**src/rtl/d5m_gen_pkg.sv**
```systemverilog
// Shared types and constants for the D5M pixel-side frame generator.
package d5m_gen_pkg;

    localparam int unsigned D5M_PIX_W = 12;

    typedef enum logic [2:0] {
        StIdle,
        StFvLead,
        StLine,
        StHblank,
        StFvTrail,
        StVblank
    } state_e;

    localparam logic [1:0] PAT_HRAMP = 2'd0;
    localparam logic [1:0] PAT_VRAMP = 2'd1;
    localparam logic [1:0] PAT_CHECK = 2'd2;
    localparam logic [1:0] PAT_CONST = 2'd3;

    function automatic int unsigned clog2_min1(input int unsigned v);
        return (v > 1) ? $clog2(v) : 1;
    endfunction

endpackage

```
**src/rtl/d5m_pattern_src.sv**
```systemverilog
// Test-pattern pixel source; registers odata so it lines up with the registered lval.
module d5m_pattern_src
    import d5m_gen_pkg::*;
(
    input  logic                 pixclk,
    input  logic                 reset,
    input  logic                 line_active,
    input  logic [D5M_PIX_W-1:0] x,
    input  logic [D5M_PIX_W-1:0] y,
    input  logic [1:0]           pattern,
    input  logic [D5M_PIX_W-1:0] const_val,
    output logic [D5M_PIX_W-1:0] odata
);

    logic [D5M_PIX_W-1:0] pix_d;
    logic [D5M_PIX_W-1:0] pix_q;

    always_comb begin
        pix_d = '0;
        if (line_active) begin
            case (pattern)
                PAT_HRAMP: pix_d = x;
                PAT_VRAMP: pix_d = y;
                PAT_CHECK: pix_d = (x[3] ^ y[3]) ? '1 : '0;
                PAT_CONST: pix_d = const_val;
                default:   pix_d = '0;
            endcase
        end
    end

    always_ff @(posedge pixclk) begin
        if (reset) begin
            pix_q <= '0;
        end else begin
            pix_q <= pix_d;
        end
    end

    assign odata = pix_q;

endmodule

```
**src/rtl/d5m_frame_gen.sv**
```systemverilog
// D5M sensor emulator: frame/line timing FSM with registered fval/lval and test-pattern data.
module d5m_frame_gen
    import d5m_gen_pkg::*;
#(
    parameter int unsigned ACTIVE_PIXELS = 640,
    parameter int unsigned ACTIVE_LINES  = 480,
    parameter int unsigned H_BLANK       = 16,
    parameter int unsigned FV_LEAD       = 4,
    parameter int unsigned FV_TRAIL      = 4,
    parameter int unsigned V_BLANK       = 32
) (
    input  logic                 pixclk,
    input  logic                 reset,
    input  logic                 enable,
    input  logic [1:0]           pattern_sel,
    input  logic [D5M_PIX_W-1:0] const_val,
    output logic [D5M_PIX_W-1:0] odata,
    output logic                 ofval,
    output logic                 olval,
    output logic                 busy,
    output logic                 frame_done,
    output logic [15:0]          frame_count
);

    localparam int unsigned XW     = clog2_min1(ACTIVE_PIXELS);
    localparam int unsigned YW     = clog2_min1(ACTIVE_LINES);
    localparam int unsigned MAX_AB = (H_BLANK > FV_LEAD) ? H_BLANK : FV_LEAD;
    localparam int unsigned MAX_CD = (FV_TRAIL > V_BLANK) ? FV_TRAIL : V_BLANK;
    localparam int unsigned MAX_PH = (MAX_AB > MAX_CD) ? MAX_AB : MAX_CD;
    localparam int unsigned CW     = clog2_min1(MAX_PH);

    localparam logic [XW-1:0] X_LAST   = XW'(ACTIVE_PIXELS - 1);
    localparam logic [YW-1:0] Y_LAST   = YW'(ACTIVE_LINES - 1);
    localparam logic [CW-1:0] LEAD_END = CW'(FV_LEAD - 1);
    localparam logic [CW-1:0] HB_END   = CW'(H_BLANK - 1);
    localparam logic [CW-1:0] TR_END   = CW'(FV_TRAIL - 1);
    localparam logic [CW-1:0] VB_END   = CW'(V_BLANK - 1);

    state_e               state_q, state_d;
    logic [CW-1:0]        cnt_q, cnt_d;
    logic [XW-1:0]        x_q, x_d;
    logic [YW-1:0]        y_q, y_d;
    logic [1:0]           pat_q, pat_d;
    logic [D5M_PIX_W-1:0] const_q, const_d;
    logic                 done_d;
    logic                 line_d;
    logic                 fval_d;

    logic                 ofval_q, olval_q, busy_q, done_q;
    logic [15:0]          count_q;

    always_comb begin
        state_d = state_q;
        cnt_d   = cnt_q;
        x_d     = '0;
        y_d     = y_q;
        pat_d   = pat_q;
        const_d = const_q;
        unique case (state_q)
            StIdle: begin
                y_d = '0;
                if (enable) begin
                    state_d = StFvLead;
                    cnt_d   = '0;
                    pat_d   = pattern_sel;
                    const_d = const_val;
                end
            end
            StFvLead: begin
                if (cnt_q == LEAD_END) begin
                    state_d = StLine;
                    cnt_d   = '0;
                end else begin
                    cnt_d = cnt_q + 1'b1;
                end
            end
            StLine: begin
                cnt_d = '0;
                if (x_q == X_LAST) begin
                    if (y_q != Y_LAST) begin
                        state_d = StHblank;
                        y_d     = y_q + 1'b1;
                    end else begin
                        state_d = StFvTrail;
                    end
                end else begin
                    x_d = x_q + 1'b1;
                end
            end
            StHblank: begin
                if (cnt_q == HB_END) begin
                    state_d = StLine;
                    cnt_d   = '0;
                end else begin
                    cnt_d = cnt_q + 1'b1;
                end
            end
            StFvTrail: begin
                if (cnt_q == TR_END) begin
                    state_d = StVblank;
                    cnt_d   = '0;
                end else begin
                    cnt_d = cnt_q + 1'b1;
                end
            end
            StVblank: begin
                if (cnt_q == VB_END) begin
                    cnt_d = '0;
                    y_d   = '0;
                    if (enable) begin
                        state_d = StFvLead;
                        pat_d   = pattern_sel;
                        const_d = const_val;
                    end else begin
                        state_d = StIdle;
                    end
                end else begin
                    cnt_d = cnt_q + 1'b1;
                end
            end
            default: state_d = StIdle;
        endcase
    end

    // Outputs are registered from next-state so they equal a decode of the current state.
    assign line_d = (state_d == StLine);
    assign fval_d = (state_d == StFvLead) || (state_d == StLine) ||
                    (state_d == StHblank) || (state_d == StFvTrail);
    assign done_d = (state_d == StFvTrail) && (cnt_d == TR_END);

    always_ff @(posedge pixclk) begin
        if (reset) begin
            state_q <= StIdle;
            cnt_q   <= '0;
            x_q     <= '0;
            y_q     <= '0;
            pat_q   <= PAT_HRAMP;
            const_q <= '0;
            ofval_q <= 1'b0;
            olval_q <= 1'b0;
            busy_q  <= 1'b0;
            done_q  <= 1'b0;
            count_q <= '0;
        end else begin
            state_q <= state_d;
            cnt_q   <= cnt_d;
            x_q     <= x_d;
            y_q     <= y_d;
            pat_q   <= pat_d;
            const_q <= const_d;
            ofval_q <= fval_d;
            olval_q <= line_d;
            busy_q  <= (state_d != StIdle);
            done_q  <= done_d;
            if (done_d) begin
                count_q <= count_q + 16'd1;
            end
        end
    end

    d5m_pattern_src u_pattern_src (
        .pixclk      (pixclk),
        .reset       (reset),
        .line_active (line_d),
        .x           (D5M_PIX_W'(x_d)),
        .y           (D5M_PIX_W'(y_d)),
        .pattern     (pat_q),
        .const_val   (const_q),
        .odata       (odata)
    );

    assign ofval       = ofval_q;
    assign olval       = olval_q;
    assign busy        = busy_q;
    assign frame_done  = done_q;
    assign frame_count = count_q;

endmodule

```
**config.mk**
```make
export PLATFORM = sky130hd
export DESIGN_NAME = d5m_frame_gen
export DESIGN_NICKNAME = d
export VERILOG_FILES = /design/src/rtl/d5m_gen_pkg.sv /design/src/rtl/d5m_pattern_src.sv /design/src/rtl/d5m_frame_gen.sv
export SDC_FILE = /design/constraint.sdc
export NUM_CORES = 1
export LEC_CHECK = 0
export CORE_ASPECT_RATIO = 1.25
export CORE_UTILIZATION = 50
export DETAILED_ROUTE_END_ITERATION = 10
export GPL_ROUTABILITY_DRIVEN = 0
export PLACE_DENSITY = 0.73
export SYNTH_ARGS = -nofsm -noshare
export SYNTH_HDL_FRONTEND = slang
export SYNTH_HIERARCHICAL = 1
export SYNTH_SLANG_ARGS = --single-unit
```
**constraint.sdc**
```tcl
create_clock -name pixclk -period 7.6 [get_ports pixclk]
set_input_delay 1.52 -clock pixclk [delete_from_list [all_inputs] [get_ports pixclk]]
set_output_delay 1.52 -clock pixclk [all_outputs]
set_load 0.01 [all_outputs]
```
==> metrics, run 1 <==
outcome complete, no violations; detailed-router iteration count before antenna repair 4; leading post-synthesis cells by instance count sky130_fd_sc_hd__dfxtp_1, sky130_fd_sc_hd__nor2_1, sky130_fd_sc_hd__nand2_1, sky130_fd_sc_hd__mux2i_1, sky130_fd_sc_hd__a21oi_1; HP Start frame_count[8]; Post-CTS Resized 0; overall fraction of global-route tracks in use 0.215; time the final worst path needs with I/O delays and setup 4.12 ns; Clk pin slew, worst setup/hold paths 0.08 ns; Setup Viol. Count Final 0; share of the cycle needed by the critical path after routing 0.542; clock latency on the worst-skew pair 0.34 ns; Worst Hold Class reg -> reg; RSZ-0062 raised after global routing false; internal power 0.646 mW; startpoint-to-endpoint class of the critical path in -> reg; Hold-fix buffers, CTS 0; maximum buffer depth of the clock tree 2; aggregate global routing overflow 0; CTS Sinks 73; 1st-iter DRT viols 158; worst-path cell with the longest stage delay sky130_fd_sc_hd__or4_1; worst reg-to-reg setup slack around 4.0 ns; number of instances in the synthesized netlist between 400 and 500; post-synth top area share 0.391; Setup Skew 0.0110 ns; sequential share of the synthesized area 0.391; maximum clock frequency 0.243 GHz; number of enable-type register cells in the synthesized netlist 0; half-perimeter wire length after placement 5.34 mm; count of boundary I/O pins 49; required time at the endpoint of the critical path 7.87 ns; dominant cell by count in the synthesized netlist sky130_fd_sc_hd__dfxtp_1; Max transition margin 0.370; count of final hold-check violations 0; sequence of cells on the critical path clkdlybuf4s50_1 -> or3_1 -> a21oi_1 -> o2bb2ai_1 -> nor4_1 -> nand4_2 -> or4_1 -> a21oi_1; Synth Warn # 6; Comb pwr share 0.073; CTS tree done; syn avg cell area about 8.7 um2; ranking of synthesized cells by area sky130_fd_sc_hd__dfxtp_1, sky130_fd_sc_hd__mux2i_1, sky130_fd_sc_hd__nor2_1; initial antenna violation count 0; average via count per standard cell 5.61; power density relative to cell area about 190 mW/mm2; number of antenna diodes 0; post-layout net count 492; post-synthesis sequential element count 73; Worst Reg-to-Reg Cells 10; Post-route DRC 0; sequential power share 0.482; count of filler cells inserted in the layout 608; chip width 79.4 um; post-CTS setup buffers 0; first-pass GRT wire length 13.3 mm; max-cap viol count 0; worst slew pin tran between 0.9 and 1 ns; post-layout power 0.832 mW; core footprint 0.00710 mm2; die area 0.00783 mm2; cell chosen for the clock root sky130_fd_sc_hd__clkbuf_8; average wire length per cell after detail routing 14.0 um; Crit Path Max Fanout 31; routed via count 3160; Worst R2R End frame_count[14]; cell occurring most often along the worst timing path sky130_fd_sc_hd__a21oi_1; number of cells on the worst hold path 2; leakage 1.55 nW; ratio of cells with drive above 1 in the final layout 0.0973; most area-hungry cell type in the Yosys netlist sky130_fd_sc_hd__dfxtp_1; fraction of synthesis flops using an asynchronous set or reset pin 0; wire length after detailed routing 7.89 mm; largest net degree at the start of global routing 63; largest stage delay on the critical path 0.70 ns; Syn Std Cell Area 0.00374 mm2; maximum vdd ir drop 0.179 mV; Initial Utilization 0.526; primary flip-flop cell chosen by synthesis mapping sky130_fd_sc_hd__dfxtp_1; number of global-route vias before repair 2922; overall die height 98.7 um; Worst Hold Endpoint frame_count[8]; CTS Buf Count 9; setup TNS 0 ns; worst hold slack after final layout 0.492 ns; sw frac 0.224; Startpoint Class input port; switching power about 0.19 mW; max-slew violation total from the final report 0; endpoint arrival time on the critical path around 4.4 ns; remaining antenna violation count 0; Syn-to-layout area delta 18.4%; total of buffers placed on input and output ports 48; distinct cell type count after synthesis 60; Clock Power Share 0.444; Rows 34; element type at the critical path end flop; depth of the CTS H-tree 3; R2R Path Start cnt_q[0]
==> worst max-delay path by stage <==
stage           start               to  slack, ns  depth (start not counted)
6_report       enable  frame_count[14]       3.48                          8
2_1_floorplan  enable  frame_count[12]       4.24                          8
3_3_place_gp   enable  frame_count[15]       3.27                          8
3_5_place_dp   enable   frame_count[8]       3.22                          8
4_1_cts        enable  frame_count[15]       3.51                          8
5_1_grt        enable   frame_count[8]       3.26                          8
==> logic make-up (layout without fill, tap and decap cells) <==
kind of cell | after synthesis | count (layout) | synth area share
AO/OA/AOI/OAI | 95 | 95 | 0.175
adder cells (fa/ha/maj) | 7 | 7 | 0.0234
multiplexers | 28 | 28 | 0.0749
XOR/XNOR | 11 | 11 | 0.0258
flip-flops | 73 | 73 | 0.391
other | 1 | 5 | 0.00100
buffers and inverters | 35 | 74 | 0.0549
AND/OR/NAND/NOR | 180 | 180 | 0.255
==> area by class of cell <==
| class | instances | area (um2) | area share |
|---|---|---|---|
| clock buffer | 11 | 141 | 0.0319 |
| clock inverter | 5 | 103 | 0.0232 |
| inverter | 8 | 30.0 | 0.00678 |
| multi-input combinational | 326 | 2090 | 0.472 |
| sequential | 73 | 1460 | 0.330 |
| tap | 90 | 113 | 0.0254 |
| timing repair buffer | 50 | 490 | 0.111 |
==> critical path, delay by kind of cell <==
family | cells | cell delay (ns)
simple gates | 4 | 1.99
buf+inv | 1 | 0.48
compound gates | 3 | 0.40
==> power groups by stage <==
stage               clock [mW]  combinational, mW  sequential, mW
floorplan                    0             0.0531           0.403
global placement             0             0.0601           0.410
detailed placement           0             0.0612           0.410
CTS                      0.378             0.0614           0.401
global route             0.395             0.0671           0.403
finish                   0.370             0.0610           0.401
==> sequential cells by signal (all words and copies together) (netlist names) <==
name / cells
busy: 1
cnt_q: 5
const_q: 12
frame_count: 16
frame_done: 1
ofval: 1
olval: 1
pat_q: 2
state_q: 3
u_pattern_src/odata: 12
x_q: 10
y_q: 9
==> routing by layer <==
| layer | vias to the layer above | part of all wire | GRT usage |
|---|---|---|---|
| met4 | 0 | 0.0048 | 0.0657 |
| met2 | 55 | 0.48 | 0.344 |
| met5 | - | 0 | 0 |
| met3 | 4 | 0.041 | 0.0556 |
| met1 | 1482 | 0.48 | 0.282 |
| li1 | 1619 | - | - |
==> cell usage in the layout, fill, tap and decap left out, drive strengths merged, types with 3 or more instances in the layout <==
cell type / instances
conb: 5
inv: 8
nand3: 14
mux2i: 28
xor2: 8
bufinv: 3
ha: 7
nand2b: 3
o31ai: 6
nor2: 58
nor2b: 12
or3: 12
dfxtp: 73
and3: 8
o21ai: 26
nand4: 6
a31oi: 4
xnor2: 3
and4: 5
buf: 3
or4: 4
a211oi: 12
clkdlybuf4s50: 47
a22o: 3
a21oi: 26
nor3: 18
nand2: 29
clkbuf: 11
o22ai: 3
==> stage by stage <==
stage | utilization | instances | area (um2) | setup slack [ns]
after floorplan | - | 434 | 3750 | 4.24
after global placement | 0.589 | 547 | 4180 | 3.27
after detailed placement | 0.589 | 547 | 4180 | 3.22
after CTS | 0.623 | 563 | 4430 | 3.51
after global routing | 0.623 | 563 | 4430 | 3.26
final | 0.623 | 563 | 4430 | 3.48
No activity file was read; power rests on OpenSTA's default activity.
==> run 2: changes to the inputs <==
Clock period 7.6 ns to 3.8 ns, I/O delays scaled along.
==> metrics, run 2 (synthesis results as in run 1) <==
worst-path cell with the longest stage delay sky130_fd_sc_hd__or4_1; power density relative to cell area 359 mW/mm2 (+91%); largest net degree at the start of global routing 62 (-1.6%); leakage 1.56 nW (+0.81%); count of final hold-check violations 0 (unchanged); count of filler cells inserted in the layout 620 (+2.0%); Worst Hold Class reg -> reg; CTS tree done; required time at the endpoint of the critical path 4.06 ns (-3.81 ns); depth of the CTS H-tree 3 (unchanged); Hold-fix buffers, CTS 0 (unchanged); setup TNS 0 ns (unchanged); aggregate global routing overflow 0 (unchanged); Post-route DRC 0 (unchanged); chip width 79.4 um (unchanged); maximum buffer depth of the clock tree 2 (unchanged); Post-CTS Resized 0 (unchanged); initial antenna violation count 0 (unchanged); post-layout net count 496 (+0.81%); category of cells accounting for the largest share of critical-path delay simple AND/OR/NAND/NOR gates; overall fraction of global-route tracks in use 0.218 (+0.00360); post-layout power 1.59 mW (+92%); 1st-iter DRT viols 141 (-11%); Clk pin slew, worst setup/hold paths 0.07 ns (about the same); max FFs per register 16 (unchanged); Initial Utilization 0.526 (unchanged); wire length after detailed routing 8.10 mm (+2.7%); number of antenna diodes 0 (unchanged); worst reg-to-reg setup slack 0.42 ns (-3.62 ns); Setup Skew 0.0158 ns (+0.00478 ns); CTS Buf Count 9 (unchanged); largest stage delay on the critical path 0.65 ns (-0.05 ns); clock latency on the worst-skew pair 0.34 ns (about the same); max-cap viol count 0 (unchanged); Crit Path Max Fanout 19 (-39%); ratio of cells with drive above 1 in the final layout 0.105 (+0.00757); sequence of cells on the critical path ha_1 -> and3_1 -> ha_1 -> nor4bb_1 -> a211oi_4 -> a22oi_1 -> nor3_2 -> nand4_2 -> or4_1 -> a21oi_1; count of buffer and inverter cells on the critical path 0 (-1); maximum vdd ir drop 0.235 mV (+32%); Rows 34 (unchanged); startpoint-to-endpoint class of the critical path reg -> reg; core footprint 0.00710 mm2 (unchanged); CTS Sinks 73 (unchanged); Final Util 0.624 (+0.000880); post-CTS setup buffers 0 (unchanged); maximum clock frequency 0.296 GHz; number of global-route vias before repair 2997 (+2.6%); cell occurring most often along the worst timing path sky130_fd_sc_hd__ha_1; time the final worst path needs with I/O delays and setup 3.38 ns; max-slew violation total from the final report 0 (unchanged); RSZ-0062 raised after global routing false; first-pass GRT wire length 13.7 mm (+2.9%); Syn-to-layout area delta 18.5%; count of boundary I/O pins 49 (unchanged); Max transition margin 0.414 (+0.0440); outcome complete, no violations; cell chosen for the clock root sky130_fd_sc_hd__clkbuf_8; detailed-router iteration count before antenna repair 5 (+1); remaining antenna violation count 0 (unchanged); endpoint arrival time on the critical path 3.64 ns (-0.75 ns); element type at the critical path end flop; average via count per standard cell 5.65 (+0.65%); worst slew pin tran 0.878 ns (-0.0671 ns); total of buffers placed on input and output ports 48 (unchanged); commonest non-fill, non-tap cell in the layout sky130_fd_sc_hd__dfxtp_1; overall die height 98.7 um (unchanged); routed via count 3203 (+1.4%); most used cells in the layout excluding fill and tap cells sky130_fd_sc_hd__dfxtp_1, sky130_fd_sc_hd__nor2_1, sky130_fd_sc_hd__clkdlybuf4s50_1; Startpoint Class flop; die area 0.00783 mm2 (unchanged); half-perimeter wire length after placement 5.52 mm (+3.4%); Setup Viol. Count Final 0 (unchanged); average wire length per cell after detail routing 14.3 um (+2.0%); share of the cycle needed by the critical path after routing 0.890
run 2: metrics by stage:
stage,worst slack [ns],hold slack [ns],instance area [um2],cells
2_1_floorplan,1.00,0.460,3750,434
3_3_place_gp,0.428,0.469,4210,551
3_5_place_dp,0.309,0.483,4210,551
4_1_cts,0.435,0.505,4430,567
5_1_grt,0.0642,0.527,4430,567
6_report,0.419,0.499,4430,567
run 2: path summary, 6_finish.rpt:
| kind | startpoint | depth (start not counted) | end |
|---|---|---|---|
| worst min register to register | frame_count[15] | 2 | frame_count[15] |
| worst max-delay path | cnt_q[0] | 10 | frame_count[8] |
| worst min-delay path | frame_count[15] | 2 | frame_count[15] |
| worst max register to register | cnt_q[0] | 10 | frame_count[8] |
run 2: cell type report:
class	count	area, um2	share of cell area
clock buffer	11	141	0.0319
clock inverter	5	78.8	0.0178
inverter	8	30.0	0.00677
multi-input combinational	326	2090	0.471
sequential	73	1460	0.330
tap	90	113	0.0254
timing repair buffer	54	520	0.117
run 2: per-layer routing:
layer / GRT usage / vias to the layer above / share of wire / routed length, um
met2: 0.357 / 71 / 0.48 / 3900
met3: 0.0444 / 12 / 0.037 / 299
met5: 0 / - / 0 / 0
met1: 0.274 / 1498 / 0.46 / 3760
li1: - / 1622 / - / -
met4: 0.101 / 0 / 0.018 / 142
run 2: worst register-to-register path, stage by stage (launching register included):
cell and delay, ns:
sky130_fd_sc_hd__dfxtp_1 0.42, sky130_fd_sc_hd__ha_1 0.27, sky130_fd_sc_hd__and3_1 0.23, sky130_fd_sc_hd__ha_1 0.33, sky130_fd_sc_hd__nor4bb_1 0.14, sky130_fd_sc_hd__a211oi_4 0.29
sky130_fd_sc_hd__a22oi_1 0.14, sky130_fd_sc_hd__nor3_2 0.26, sky130_fd_sc_hd__nand4_2 0.39, sky130_fd_sc_hd__or4_1 0.65, sky130_fd_sc_hd__a21oi_1 0.20
run 2: report_power, final:
part / switching [mW] / leakage, nW / total [mW] / internal, mW
registers: 0.0220 / 0.591 / 0.802 / 0.780
logic: 0.0645 / 0.853 / 0.124 / 0.0592
clock network: 0.281 / 0.113 / 0.668 / 0.387
total: 0.368 / 1.56 / 1.59 / 1.23
